[config.mk]
export PLATFORM = sky130hd
export DESIGN_NAME = p2m_gray_counter_dispatch
export DESIGN_NICKNAME = d
export VERILOG_FILES = /design/src/rtl/p2m_gray_counter_dispatch.sv
export SDC_FILE = /design/constraint.sdc
export NUM_CORES = 1
export LEC_CHECK = 0
export ABC_AREA = 0
export CAP_MARGIN = 10
export CELL_PAD_IN_SITES_DETAIL_PLACEMENT = 0
export CELL_PAD_IN_SITES_GLOBAL_PLACEMENT = 1
export CORE_ASPECT_RATIO = 0.6
export CORE_MARGIN = 2
export CORE_UTILIZATION = 30
export CTS_CLUSTER_SIZE = 25
export DETAILED_ROUTE_END_ITERATION = 10
export DONT_BUFFER_PORTS = 1
export HOLD_SLACK_MARGIN = 0.1
export PLACE_DENSITY_LB_ADDON = 0.1
export RECOVER_POWER = 100
export SETUP_SLACK_MARGIN = 0.15
export SLEW_MARGIN = 40
export SYNTH_ARGS = -nofsm -noshare
export SYNTH_HDL_FRONTEND = slang
export SYNTH_SLANG_ARGS = --single-unit
[constraint.sdc]
create_clock -name CLK -period 3.6 [get_ports CLK]
set_clock_uncertainty 0.15 [all_clocks]
set_input_delay 0.36 -clock CLK [delete_from_list [all_inputs] [get_ports CLK]]
set_output_delay 0.36 -clock CLK [all_outputs]
set_load 0.02 [all_outputs]
[src/rtl/p2m_gray_counter_dispatch.sv]
// rtl/p2m_gray_counter_dispatch.sv - pipe-to-method dispatcher for GrayCounter with buffered read responses
module p2m_gray_counter_dispatch #(
    parameter int width      = 4,
    parameter int RESP_DEPTH = 4
) (
    input  logic               CLK,
    input  logic               RST,
    input  logic               pipe_enq__ENA,
    input  logic [127:0]       pipe_enq_v,
    output logic               pipe_enq__RDY,
    output logic               method_decrement__ENA,
    input  logic               method_decrement__RDY,
    output logic               method_increment__ENA,
    input  logic               method_increment__RDY,
    input  logic [width-1:0]   method_readBin,
    input  logic               method_readBin__RDY,
    input  logic [width-1:0]   method_readGray,
    input  logic               method_readGray__RDY,
    output logic               method_writeBin__ENA,
    output logic [width-1:0]   method_writeBin_v,
    input  logic               method_writeBin__RDY,
    output logic               method_writeGray__ENA,
    output logic [width-1:0]   method_writeGray_v,
    input  logic               method_writeGray__RDY,
    output logic               returnInd_enq__ENA,
    output logic [127:0]       returnInd_enq_v,
    input  logic               returnInd_enq__RDY,
    output logic [15:0]        errCount
);
    localparam int AW = (RESP_DEPTH > 1) ? $clog2(RESP_DEPTH) : 1;

    logic               sv_q, sv_d;
    logic [15:0]        id_q, id_d;
    logic [width-1:0]   pay_q, pay_d;
    logic [AW-1:0]      wr_ptr_q, wr_ptr_d, rd_ptr_q, rd_ptr_d;
    logic [AW:0]        cnt_q, cnt_d;
    logic [15:0]        err_cnt_q, err_cnt_d;
    logic [127:0]       mem_q [RESP_DEPTH];

    logic               full, empty, pop, push, fire, accept;
    logic               known, is_read, tgt_rdy;
    logic [width-1:0]   rd_val;
    logic [127:0]       resp_word;
    logic               unused_v;

    assign unused_v = ^pipe_enq_v;

    always_comb begin
        known   = 1'b1;
        is_read = 1'b0;
        tgt_rdy = 1'b0;
        rd_val  = '0;
        case (id_q)
            16'd0: tgt_rdy = method_decrement__RDY;
            16'd1: tgt_rdy = method_increment__RDY;
            16'd2: begin
                tgt_rdy = method_readBin__RDY;
                rd_val  = method_readBin;
                is_read = 1'b1;
            end
            16'd3: begin
                tgt_rdy = method_readGray__RDY;
                rd_val  = method_readGray;
                is_read = 1'b1;
            end
            16'd4: tgt_rdy = method_writeBin__RDY;
            16'd5: tgt_rdy = method_writeGray__RDY;
            default: known = 1'b0;
        endcase

        full  = (cnt_q == (AW+1)'(RESP_DEPTH));
        empty = (cnt_q == '0);
        pop   = !empty && returnInd_enq__RDY;
        // A full FIFO still takes a read if the head leaves in the same cycle
        fire  = sv_q && (!known || (tgt_rdy && (!is_read || !full || pop)));
        push  = fire && is_read;

        pipe_enq__RDY = !sv_q || fire;
        accept        = pipe_enq__ENA && pipe_enq__RDY;

        method_decrement__ENA = fire && (id_q == 16'd0);
        method_increment__ENA = fire && (id_q == 16'd1);
        method_writeBin__ENA  = fire && (id_q == 16'd4);
        method_writeGray__ENA = fire && (id_q == 16'd5);
        method_writeBin_v     = pay_q;
        method_writeGray_v    = pay_q;

        returnInd_enq__ENA = pop;
        returnInd_enq_v    = empty ? '0 : mem_q[rd_ptr_q];
        errCount           = err_cnt_q;

        resp_word              = '0;
        resp_word[31:16]       = id_q;
        resp_word[32 +: width] = rd_val;

        sv_d  = sv_q && !fire;
        id_d  = id_q;
        pay_d = pay_q;
        if (accept) begin
            sv_d  = 1'b1;
            id_d  = pipe_enq_v[31:16];
            pay_d = pipe_enq_v[32 +: width];
        end

        wr_ptr_d = wr_ptr_q + AW'(push);
        rd_ptr_d = rd_ptr_q + AW'(pop);
        cnt_d    = cnt_q + (AW+1)'(push) - (AW+1)'(pop);

        err_cnt_d = err_cnt_q;
        if (fire && !known && (err_cnt_q != 16'hFFFF))
            err_cnt_d = err_cnt_q + 16'd1;
    end

    always_ff @(posedge CLK or posedge RST) begin
        if (RST) begin
            sv_q      <= 1'b0;
            id_q      <= '0;
            pay_q     <= '0;
            wr_ptr_q  <= '0;
            rd_ptr_q  <= '0;
            cnt_q     <= '0;
            err_cnt_q <= '0;
        end else begin
            sv_q      <= sv_d;
            id_q      <= id_d;
            pay_q     <= pay_d;
            wr_ptr_q  <= wr_ptr_d;
            rd_ptr_q  <= rd_ptr_d;
            cnt_q     <= cnt_d;
            err_cnt_q <= err_cnt_d;
        end
    end

    // Entry contents need no reset: the head is masked to zero while empty
    always_ff @(posedge CLK) begin
        if (push)
            mem_q[wr_ptr_q] <= resp_word;
    end
endmodule
==> results.tsv <==
metric	value	unit
Final setup viols	0	
GR Layer Usage met1	0.160	
part of the cycle the worst path needs	0.887	
Clock Sinks	124	
M2 GR Usage	0.180	
LEAKAGE	2.69	nW
gr usage total	0.120	
post-synthesis sequential area ratio	0.573	
largest net degree at the start of global routing	45	
vias in the first global route	3144	
GRT overflow	0	
EDFF count, synth	80	
P&R area growth vs syn	11.7	%
Synth top area share	0.393	
Initial Utilization	0.305	
Synth Instances	433	
Crit path required time	3.77	ns
total number of vias	3188	
max frequency	0.313	GHz
slowest stage cell on the critical path	dfrtp_1	
I/O Pins	304	
worst slew pin tran	2.18	ns
Via density	4.18	
Buf/Inv on CP	5	
post-DR wirelength/cell	16.6	um
1st-pass router iterations	4	
Crit Path Max Fanout	6	
Setup TNS Final	0	ns
PortBufs	0	
Die X	188	um
startpoint types	flop	
Total Routed Length	12600	um
max-cap violations	1	
start point of the critical path	id_q[7]	
Die Ht	115	um
HPWL Detailed	8690	um
fin. max-slew vios	45	
Synth Cell Area	0.00611	mm2
routability cong.	0.714	
max incr delay on CP	0.44	ns
cell area after layout	0.00683	mm2
R2R depth	13	
status	finished, violations left	
Routed Antenna Nets	0	
CP Class	flop to flop	
Main synth FF type	edfxtp_1	
Initial DRC Count	170	
WP data arrival	3.37	ns
setup repair bufs after CTS	0	
worst-skew pair later-pin latency	0.41	ns
clk slew on worst S/H paths	0.06	ns
Hold Crit Depth	2	
RSZ-0062 raised after global routing	false	
GRT met3 Usage	0.0460	
Post-synth ARST share	0.355	
Cell Rows	40	
initial antenna violation count	1	
post-synth top area cell	edfxtp_1	
power per cell area	661	mW/mm2
maximum VDD drop	0.308	mV
Die ar.	0.0216	mm2
GRT busiest layer	met2	
root buf cell	clkbuf_16	
final hold violations	0	
delay-heaviest family, CP	simple AND/OR/NAND/NOR gates	
reg2reg start	id_q[7]	
CTS tree	yes	
H-tree depth	4	
Worst Setup End Kind	flop	
DRC Markers	0	
first-pass GRT wire length	18700	um
final core occ	0.341	
failing checks	max-capacitance violations, max-slew violations	
Nets	627	
Synth Register Bits	124	
core outline area	0.0200	mm2
worst flop-to-flop path endpoint	cnt_q[2]	
CP Cell Sequence	nor4_2 > clkbuf_1 > nand4_1 > nor4_4 > buf_4 > inv_1 > ha_1 > inv_1 > ha_1 > inv_1 > fa_1 > xnor2_1 > xnor2_1	
Max-slew headroom	-0.461	
share of cells above drive strength 1	0.156	
TritonCTS Buffers	17	
syn avg cell area	14.1	um2
Most Frequent Cell on Critical Path	inv_1	
clock buffer depth	2	
Hold Path Sink	mem_q[0][18]	
Yosys warnings	0	
Area contributors post-synth	edfxtp_1 39%, dfrtp_1 18%, buf_4 14%, mux4_2 7.7%, nor2b_1 2.8%	
# fillers	1983	
Final min period	3.19	ns
Worst Hold Class	input pin to flop	
Yosys cell types	45	
Cell Area, Placed	0.00616	mm2
Worst R2R Setup Slack	0.41	ns
hold wc startpoint	method_readBin[2]	
[Yosys cell counts (all sizes together) (2+ instances only)]
library cell and n:
buf 119, edfxtp 80, dfrtp 44, nor2b 27, mux4 21, mux2 18, inv 12, nor2 11
xor2 11, nand2 10, nor3 10, nor4 9, nand3 7, a41o 6, nand4 6, xnor2 6
clkbuf 5, ha 5, mux2i 4, and3 2, o211ai 2, or4 2
[layer usage]
| layer | wire length (um) | vias to the layer above |
|---|---|---|
| met5 | 0 | - |
| met4 | 82 | 0 |
| met3 | 954 | 9 |
| met2 | 5570 | 135 |
| met1 | 6040 | 1609 |
| li1 | - | 1435 |
[metrics by stage]
| stage | hold slack (ns) | total power, mW | cells | setup slack [ns] |
|---|---|---|---|---|
| 2_1_floorplan | 0.310 | 2.81 | 540 | 0.568 |
| 3_3_place_gp | 0.308 | 2.96 | 707 | 0.283 |
| 3_5_place_dp | 0.210 | 2.97 | 707 | 0.223 |
| 4_1_cts | 0.188 | 4.64 | 761 | 0.192 |
| 5_1_grt | 0.203 | 4.77 | 762 | 0.137 |
| 6_report | 0.188 | 4.52 | 762 | 0.407 |
[flip-flops by register name, indices dropped and copies added, names as in the netlist]
signal,cells
cnt_q,3
errCount,16
id_q,16
mem_q,80
method_writeBin_v,4
rd_ptr_q,2
sv_q,1
wr_ptr_q,2
[timing repair]
action                                 in CTS  in global routing
hold buffers                               22                  0
setup endpoints to repair                   0                  1
endpoints found under the hold margin      65                  0
resized for setup                           0                  5
[logic make-up after synthesis]
group	synth area share
and+or+nand+nor	0.0872
muxes	0.123
buffers and inverters	0.155
AOI/OAI and AO/OA	0.0233
xor gates and xnor gates	0.0243
DFF	0.573
adders and majority gates	0.0135
other	0.000613
[worst register-to-register path: stages, from the launching register on]
cell and delay, ns:
dfrtp_1 0.44, nor4_2 0.37, clkbuf_1 0.18, nand4_1 0.21, nor4_4 0.31, buf_4 0.16
inv_1 0.06, ha_1 0.27, inv_1 0.06, ha_1 0.13, inv_1 0.05, fa_1 0.37
xnor2_1 0.19, xnor2_1 0.15
[cells in the final DEF, fill, tap and decap left out, types with 2 or more instances in the layout]
| cell | instances |
|---|---|
| conb_1 | 108 |
| edfxtp_1 | 80 |
| dfrtp_1 | 44 |
| nor2b_1 | 27 |
| dlygate4sd3_1 | 22 |
| mux4_2 | 21 |
| clkbuf_16 | 17 |
| nor2_1 | 11 |
| inv_1 | 11 |
| xor2_1 | 11 |
| mux2_1 | 11 |
| nor3_1 | 10 |
| nand2_1 | 10 |
| clkbuf_1 | 10 |
| nand3_1 | 7 |
| mux2_2 | 7 |
| inv_6 | 7 |
| nand4_1 | 6 |
| xnor2_1 | 6 |
| nor4_1 | 6 |
| a41o_1 | 6 |
| ha_1 | 5 |
| mux2i_1 | 4 |
| clkbuf_2 | 4 |
| inv_8 | 3 |
| clkinvlp_4 | 3 |
| buf_4 | 3 |
| nor4_4 | 2 |
| o211ai_1 | 2 |
| or4_1 | 2 |
| and3_1 | 2 |
[worst max path at each step]
| stage | to | slack, ns | cells after the start |
|---|---|---|---|
| 2_1_floorplan | mem_q[2][0] | 0.57 | 5 |
| 3_3_place_gp | cnt_q[2] | 0.28 | 13 |
| 3_5_place_dp | cnt_q[2] | 0.22 | 13 |
| 4_1_cts | cnt_q[2] | 0.19 | 13 |
| 5_1_grt | cnt_q[2] | 0.14 | 13 |
| 6_report | cnt_q[2] | 0.41 | 13 |
[cell type report]
type / count / area [um2] / area share
flip-flops and latches: 124 / 3500 / 0.513
multi-input cells: 280 / 2050 / 0.300
clock buffers: 17 / 425 / 0.0623
well taps: 273 / 342 / 0.0500
repair buffers: 40 / 320 / 0.0469
clock inverters: 15 / 143 / 0.0209
inverters: 12 / 46.3 / 0.00678
diodes: 1 / 2.50 / 0.000366
[power by group]
part / leakage, nW / switching (mW) / internal, mW
Combinational: 1.15 / 0.631 / 0.396
Sequential: 1.27 / 0.249 / 1.62
Clock: 0.271 / 0.708 / 0.915
Note: power is estimated with default switching activity, not from simulation.
